## src/rtl/if_fetch_unit.sv

```systemverilog
// Instruction-fetch stage: sequential PC generation, credit-limited memory requests,
// in-order response queue to decode, redirect with stale-response drop. Option macro: IF_MISALIGN_EXC_EN.
module if_fetch_unit #(
    parameter int                ADDR_W    = 64,
    parameter int                INST_W    = 32,
    parameter logic [ADDR_W-1:0] RESET_PC  = ADDR_W'(64'h8000_0000),
    parameter int                DEPTH     = 4,
    parameter int                MAX_OUTST = 2
) (
    input  logic              clk,
    input  logic              rst,
    input  logic              redirect_i,
    input  logic [ADDR_W-1:0] redirect_pc_i,
    output logic              rom_ce,
    output logic [ADDR_W-1:0] pc_rom,
    input  logic              rom_ready_i,
    input  logic              rsp_valid_i,
    input  logic [INST_W-1:0] inst_i,
    output logic              inst_valid_o,
    input  logic              inst_ready_i,
    output logic [INST_W-1:0] inst_o,
    output logic [ADDR_W-1:0] if_pc,
    output logic              misalign_o
);
    localparam int PW = $clog2(DEPTH);
    localparam int CW = $clog2(DEPTH + 1);
    localparam int OW = $clog2(MAX_OUTST + 1);
    localparam int TW = (MAX_OUTST > 1) ? $clog2(MAX_OUTST) : 1;

    typedef enum logic {RUN, DRAIN} state_t;

    state_t            state_reg;
    logic [ADDR_W-1:0] pc_reg;
    logic [PW-1:0]     head_reg, tail_reg;
    logic [CW-1:0]     count_reg;
    logic [OW-1:0]     outst_reg, drop_reg, drop_next;
    logic [TW-1:0]     tag_wr_reg, tag_rd_reg;
    logic [CW:0]       inflight;

    logic [ADDR_W-1:0] q_pc   [DEPTH];
    logic [INST_W-1:0] q_inst [DEPTH];
    logic [ADDR_W-1:0] tag_pc [MAX_OUTST];

    logic              req_fire, rsp_keep, push, pop, halt, mis_push;
    logic [ADDR_W-1:0] target_pc, push_pc;

    function automatic logic [TW-1:0] tag_inc(input logic [TW-1:0] p);
        return (p == TW'(MAX_OUTST - 1)) ? '0 : p + TW'(1);
    endfunction

`ifdef IF_MISALIGN_EXC_EN
    logic halt_reg, mis_pend_reg, mis_target;
    logic q_mis [DEPTH];

    assign target_pc  = redirect_pc_i;
    assign mis_target = |redirect_pc_i[1:0];
    assign halt       = halt_reg;
    // The pseudo-entry waits until every pre-redirect request has been answered (and dropped).
    assign mis_push   = mis_pend_reg && (outst_reg == '0) && !redirect_i;
    assign misalign_o = inst_valid_o && q_mis[head_reg];

    always_ff @(posedge clk or posedge rst) begin
        if (rst) begin
            halt_reg     <= 1'b0;
            mis_pend_reg <= 1'b0;
        end else if (redirect_i) begin
            halt_reg     <= mis_target;
            mis_pend_reg <= mis_target;
        end else if (mis_push) begin
            mis_pend_reg <= 1'b0;
        end
    end

    always_ff @(posedge clk) begin
        if (push) q_mis[tail_reg] <= mis_push;
    end
`else
    logic unused_pc_lsb;
    assign unused_pc_lsb = ^redirect_pc_i[1:0];
    assign target_pc     = {redirect_pc_i[ADDR_W-1:2], 2'b00};
    assign halt          = 1'b0;
    assign mis_push      = 1'b0;
    assign misalign_o    = 1'b0;
`endif

    // Credits: a request is issued only if its response is guaranteed a queue slot.
    assign inflight     = (CW+1)'(count_reg) + (CW+1)'(outst_reg);
    assign rom_ce       = !rst && !redirect_i && !halt && (outst_reg < OW'(MAX_OUTST))
                          && (inflight < (CW+1)'(DEPTH));
    assign pc_rom       = pc_reg;
    assign req_fire     = rom_ce && rom_ready_i;
    assign rsp_keep     = rsp_valid_i && !redirect_i && (state_reg == RUN);
    assign push         = rsp_keep || mis_push;
    assign push_pc      = mis_push ? pc_reg : tag_pc[tag_rd_reg];
    assign inst_valid_o = !rst && (count_reg != '0) && !redirect_i;
    assign pop          = inst_valid_o && inst_ready_i;
    assign inst_o       = q_inst[head_reg];
    assign if_pc        = q_pc[head_reg];

    always_comb begin
        drop_next = drop_reg;
        if (redirect_i)
            drop_next = outst_reg - OW'(rsp_valid_i);
        else if (rsp_valid_i && (drop_reg != '0))
            drop_next = drop_reg - OW'(1);
    end

    always_ff @(posedge clk or posedge rst) begin
        if (rst) begin
            state_reg  <= RUN;
            pc_reg     <= RESET_PC;
            head_reg   <= '0;
            tail_reg   <= '0;
            count_reg  <= '0;
            outst_reg  <= '0;
            drop_reg   <= '0;
            tag_wr_reg <= '0;
            tag_rd_reg <= '0;
        end else begin
            outst_reg <= outst_reg + OW'(req_fire) - OW'(rsp_valid_i);
            drop_reg  <= drop_next;
            state_reg <= (drop_next != '0) ? DRAIN : RUN;
            // Tags follow every request/response, including ones dropped after a redirect.
            if (req_fire)    tag_wr_reg <= tag_inc(tag_wr_reg);
            if (rsp_valid_i) tag_rd_reg <= tag_inc(tag_rd_reg);
            if (redirect_i) begin
                pc_reg    <= target_pc;
                head_reg  <= '0;
                tail_reg  <= '0;
                count_reg <= '0;
            end else begin
                if (req_fire) pc_reg   <= pc_reg + ADDR_W'(4);
                if (push)     tail_reg <= tail_reg + PW'(1);
                if (pop)      head_reg <= head_reg + PW'(1);
                count_reg <= count_reg + CW'(push) - CW'(pop);
            end
        end
    end

    always_ff @(posedge clk) begin
        if (req_fire) tag_pc[tag_wr_reg] <= pc_reg;
        if (push) begin
            q_pc[tail_reg]   <= push_pc;
            q_inst[tail_reg] <= mis_push ? '0 : inst_i;
        end
    end

    ap_no_orphan_rsp: assert property (@(posedge clk) disable iff (rst)
        rsp_valid_i |-> (outst_reg != '0));
    ap_credit: assert property (@(posedge clk) disable iff (rst)
        (inflight <= (CW+1)'(DEPTH)) && (outst_reg <= OW'(MAX_OUTST)));
endmodule

```

## config.mk

```make
export PLATFORM = sky130hd
export DESIGN_NAME = if_fetch_unit
export DESIGN_NICKNAME = d
export VERILOG_FILES = /design/src/rtl/if_fetch_unit.sv
export SDC_FILE = /design/constraint.sdc
export NUM_CORES = 1
export LEC_CHECK = 0
export ABC_AREA = 1
export CORE_ASPECT_RATIO = 1.5
export CORE_MARGIN = 4
export CORE_UTILIZATION = 40
export DETAILED_ROUTE_END_ITERATION = 6
export GPL_TIMING_DRIVEN = 0
export PLACE_DENSITY = 0.58
export SETUP_SLACK_MARGIN = 0.05
export SYNTH_ARGS = -nofsm -noshare
export SYNTH_HDL_FRONTEND = slang
export SYNTH_SLANG_ARGS = --single-unit
```

## constraint.sdc

```tcl
create_clock -name clk -period 4.87 [get_ports clk]
set_input_delay 0.487 -clock clk [delete_from_list [all_inputs] [get_ports clk]]
set_output_delay 0.487 -clock clk [all_outputs]
set_load 0.02 [all_outputs]
```

Word-level counts from Yosys, hierarchy flattened
Memory sizes are Yosys's and may differ from the RTL's.
Cells that the tools add are included.
- RAM bits: 512
- register bits: 78
- input bits: 102
- memories: 3
- memory list (memory ; depth ; bits a word ; rd ports ; clocked after memory_dff ; wr ports ; line ; source):
    q_pc ; 4 ; 64 ; 1 ; 0 ; 1 ; 40 ; logic [ADDR_W-1:0] q_pc [DEPTH];
    q_inst ; 4 ; 32 ; 1 ; 0 ; 1 ; 41 ; logic [INST_W-1:0] q_inst [DEPTH];
    tag_pc ; 2 ; 64 ; 1 ; 0 ; 1 ; 42 ; logic [ADDR_W-1:0] tag_pc [MAX_OUTST];
- muxes and demuxes: 16
- bitwise logic cells: 1
- add/subtract/negate cells: 12
- reduce and logical (&&, ||, !) cells: 18
- $lt $le $gt $ge: 2
- operators with widths (kind ; number):
    64-bit 2-to-1 mux ; 2
    64-bit by 3-bit adder with 64-bit output (second input constant) ; 1
    2-bit 2-to-1 mux ; 6
    1-bit logical AND ; 10
    2-bit nonzero test ; 5
    1-bit 2-to-1 mux ; 7
    2-bit by 1-bit adder with 2-bit output (second input constant) ; 2
    3-bit by 2-bit adder with 4-bit output ; 1
    4-bit by 3-bit less-than comparator with 1-bit output (second input constant) ; 1
    2-bit by 1-bit subtractor with 2-bit output ; 2
    3-bit by 1-bit adder with 3-bit output ; 1
    3-bit 2-to-1 mux ; 1
    3-bit nonzero test ; 1
    3-bit by 1-bit subtractor with 3-bit output ; 1
    1-bit adder (second input constant) ; 2
    2-bit by 1-bit adder with 2-bit output ; 1
    1-bit logical NOT ; 2
    2-bit less-than comparator (second input constant) ; 1
    2-bit by 1-bit subtractor with 2-bit output (second input constant) ; 1
    1-bit NOT ; 1

Depth between registers and ports, before layout
- word-level depth: 7
- depth in mapped cells: 13
- mapped depth without buffers: 11

Worst setup path after synthesis
No wires, ideal clock.
- path type: input -> register
- from: input port redirect_i
- to: memory q_inst[0][0], enable pin
- setup slack: -0.636 ns
- path buffers: 1
- cell stages on the path: 4
- setup time: 0.548 ns
- data arrival time: 4.958 ns
- path through: buf_6 nor3_1 inv_1 nor2_1
- word-level cells in the longest chain between the ends: 5
- ends and longest elaborated chain (element ; line ; source):
    from (decl) ; 12 ; input logic redirect_i,
    1-bit logical NOT ; 92 ; assign rsp_keep = rsp_valid_i && !redirect_i && (state_reg == RUN);
    1-bit logical AND (2 in series) ; 92 ;
    1-bit 2-to-1 mux ; 142 ; if (push) begin
    1-bit 2-to-1 mux ; 144 ; q_inst[tail_reg] <= mis_push ? '0 : inst_i;
    to (decl) ; 41 ;
Every way passes these cells.

Final worst setup path
- from: register head_reg[1]
- to: output port if_pc[22]
- word-level cells in the longest chain between the ends: 1
- ends and longest elaborated chain (element ; line ; source):
    from (decl) ; 34 ; logic [PW-1:0] head_reg, tail_reg;
    from (signal assigned) ; 134 ; if (pop) head_reg <= head_reg + PW'(1);
    memory read 4 x 64 bit ; - ;
    to (decl) ; 22 ; output logic [ADDR_W-1:0] if_pc,
Every way passes these cells.

==> flow_summary_export.csv <==
group,metric,value,unit
detailed_routing,drtAntennaViolNets,0,
synth,synth_edf_count,500,
finish,fill_cells,5226,
die,io_pins,265,
die,die-width,208.3,um
die,die_y,308.5,um
clock_tree,cts_buffers,54,
power_and_ir_drop,ir_drop,0.0002346,V
critical_path,r2r_cells,11,
critical_path,worstPathCellList,"inv_1 > clkbuf_1 > clkbuf_1 > o21ai_0 > o22ai_1 > clkdlybuf4s50_1",
synth,avgSynthCellArea,11.78,um^2
worst_hold_path,hold_depth,4,
power_and_ir_drop,power.density,411.7,mW/mm^2
detailed_routing,first_pass_iters,5,
sta,finalHoldViolations,0,
grt,grt_pass1_wl,105100,um
place,pre_cts_slack,1.101,ns
worst_hold_path,min_from,"redirect_i",
detailed_routing,drcViolationCount,0,
grt,grt_usage,21.45,%
clock_tree,cts.htree.levels,2,
grt,grtUsageMet2,37.05,%
sta,worst_slew_pin_slew,0.9011,ns
grt,grt_pass1_vias,16969,
synth,ys_types,39,
detailed_routing,via_per_inst,5.238,
clock_tree,max-clock-path-buffers,3,
sta,setup_ws,0.6576,ns
sta,max_freq,237.4,MHz
finish,final_cell_mix,"edfxtp_1 (500), nand2_1 (371), nor2_1 (318), clkdlybuf4s50_1 (256), o21ai_0 (213)",
worst_hold_path,hold_class,"in -> reg",
grt,grtUsageMet1,26.90,%
critical_path,worstReg2RegStart,"count_reg[1]$_DFF_PP0_",
synth,synth_ff_type,"edfxtp_1",
grt,busiest_layer,"met2",
grt,grt_use_met3,3.042,%
die,num_rows,109,
critical_path,path_buf_inv,4,
sta,slew_violations,0,
critical_path,crit_slowest_cell,"clkdlybuf4s50_1",
finish,fin_nets,2492,
synth,syn_area,0.02407,mm^2
synth,async_flop_share,13.19,%
sta,slew_headroom,39.66,%
critical_path,end_kind,"output pin",
detailed_routing,wl_per_cell,22.13,um
critical_path,critPathLaunch,"head_reg[1]$_DFFE_PP0P_",
detailed_routing,num_vias,16745,
finish,final_common_cell,"edfxtp_1",
worst_hold_path,hold_path_end,"drop_reg[1]$_DFF_PP0_",
die,fp.coreArea,0.05933,mm^2
sta,hold_ws,0.3194,ns
finish,syn_to_final_growth,23.32,%
critical_path,critPathTopFamily,"buffers and inverters",
place,io_buffers,256,
critical_path,max_stage_delay,0.69,ns
clock_tree,cts_root_buf,"clkbuf_16",
job,drv_cap,0,
power_and_ir_drop,p_leak,10.59,nW
grt,grt_max_degree,49,
place,hpwl,50130,um
die,dieArea,0.06425,mm^2
finish,n_antenna_cell,0,
critical_path,crit_path_frequent_cell,"clkbuf_1",
grt,antenna_found_initial,0,
finish,largest_register_ffs,248,
critical_path,r2r_slack,2.08,ns
synth,synthCells,2043,
finish,drive_gt1_share,8.430,%
critical_path,start_kind,"flip-flop",
detailed_routing,drt_iter0_markers,1242,
critical_path,critical_path_arrival,3.73,ns
critical_path,worst-path-max-fanout,10,
detailed_routing,routed_wl,70740,um
clock_tree,cts.hold.buffers_added,0,
place,gp_congestion,0.9304,
clock_tree,cts_resized,0,
sta,finalCritPeriodShare,86.50,%
clock_tree,clk_latency,0.60,ns
sta,finalCriticalPeriod,4.212,ns
clock_tree,cts_tree,"done",
clock_tree,path_clk_slew,0.06,ns
critical_path,worstReg2RegEnd,"count_reg[2]$_DFF_PP0_",
synth,synth.yosys.seq_area_share,70.28,%
sta,rsz0062_at_grt,"false",
outcome,status,"finished clean",
sta,clock-skew-final,0.01589,ns
clock_tree,clkSinkCount,576,
finish,top_regs,"q_pc: 248 flops, q_inst: 128 flops, tag_pc: 124 flops",
finish,largest-register,"q_pc",
synth,yosysWarnings,0,
clock_tree,cts_setup_buffers,0,
critical_path,criticalPathCategory,"reg -> out",
critical_path,critPathRequiredTime,4.38,ns
grt,overflow,0,
sta,setup_viol,0,
die,initial_utilization,40.58,%
synth,synth_seq_cells,576,
how the worst max path moves through the flow:
stage,endpoint,depth (start not counted)
after floorplan,q_inst[0][0]$_DFFE_PP_,4
after global placement,q_pc[3][52]$_DFFE_PP_,5
after detailed placement,if_pc[38],6
after CTS,if_pc[38],6
after global routing,if_pc[38],6
final,if_pc[22],6
through the flow:
step | std cells | util [%] | instance area, um^2 | total power, mW | setup TNS [ns]
final | 3197 | 50.04 | 29690 | 12.22 | 0
after detailed placement | 3098 | 47.28 | 28050 | 8.364 | 0
after floorplan | 2047 | - | 24090 | 7.330 | -239.09
after global routing | 3197 | 50.04 | 29690 | 12.72 | 0
after CTS | 3197 | 50.04 | 29690 | 12.34 | 0
after global placement | 3080 | 46.56 | 27620 | 8.303 | -2114.69
synth_stat cells (2+ instances only):
library cell  count  share of area (%)
buf_6             4               0.19
a21oi_1           6               0.12
clkinv_1         15               0.23
o21bai_1         17               0.53
o22ai_1          94                2.4
nor2_1          324                5.1
nand3b_1          2              0.062
o211ai_1         12               0.37
mux2_2           62                2.9
buf_2            19               0.40
xor2_1           21               0.76
o21ai_0         213                4.4
nand3_1          63                1.3
o21ai_1           5               0.10
nor2_4            6               0.28
nand2_1         371                5.8
clkbuf_1         62               0.97
xnor2_1          12               0.44
nor3_1            2              0.042
buf_1             3              0.047
dfrtp_1          75                7.8
nand4_1           7               0.18
inv_1           115                1.8
buf_4             5               0.16
ha_1             12               0.62
nand2_2           4               0.10
edfxtp_1        500                 62
kinds of logic (layout without fill, tap and decap cells):
family                   count (synthesis)  count (layout)  synth area share, %
other                                    1               5              0.01558
flip-flops                             576             576                70.28
AO/OA/AOI/OAI                          350             350                8.103
adder cells (fa/ha/maj)                 13              13               0.7069
XOR/XNOR                                33              33                1.201
buffers and inverters                  224             597                3.794
multiplexers                            62              62                2.900
AND/OR/NAND/NOR                        784             784                13.00
metal layers:
metal / up-vias / wire length [um]
li1: 7788 / -
met1: 8169 / 28280
met2: 627 / 35120
met3: 161 / 3922
met4: 0 / 3415
met5: - / 0
worst reg2reg max path, delay by kind of cell, from the launching register on:
family / cells / cell delay (ns)
adders and majority gates: 3 / 0.83
AOI/OAI and AO/OA: 1 / 0.72
DFF: 1 / 0.44
and+or+nand+nor: 3 / 0.44
buffers and inverters: 4 / 0.28
power breakdown:
group,internal (mW),switching [mW]
clock network,2.19,1.79
logic,0.860,1.25
registers,5.86,0.282
total,8.90,3.32
cell type report:
cell class / count / area, um^2 / share of cell area, %
buffer: 93 / 421.7 / 1.420
timing repair buffer: 274 / 2945 / 9.922
sequential: 576 / 16920 / 56.99
tap: 777 / 972.2 / 3.275
clock inverter: 26 / 190.2 / 0.6406
multi-input combinational: 1247 / 6301 / 21.23
clock buffer: 73 / 1444 / 4.864
inverter: 131 / 494.2 / 1.665
No activity file was read; power rests on OpenSTA's default activity.
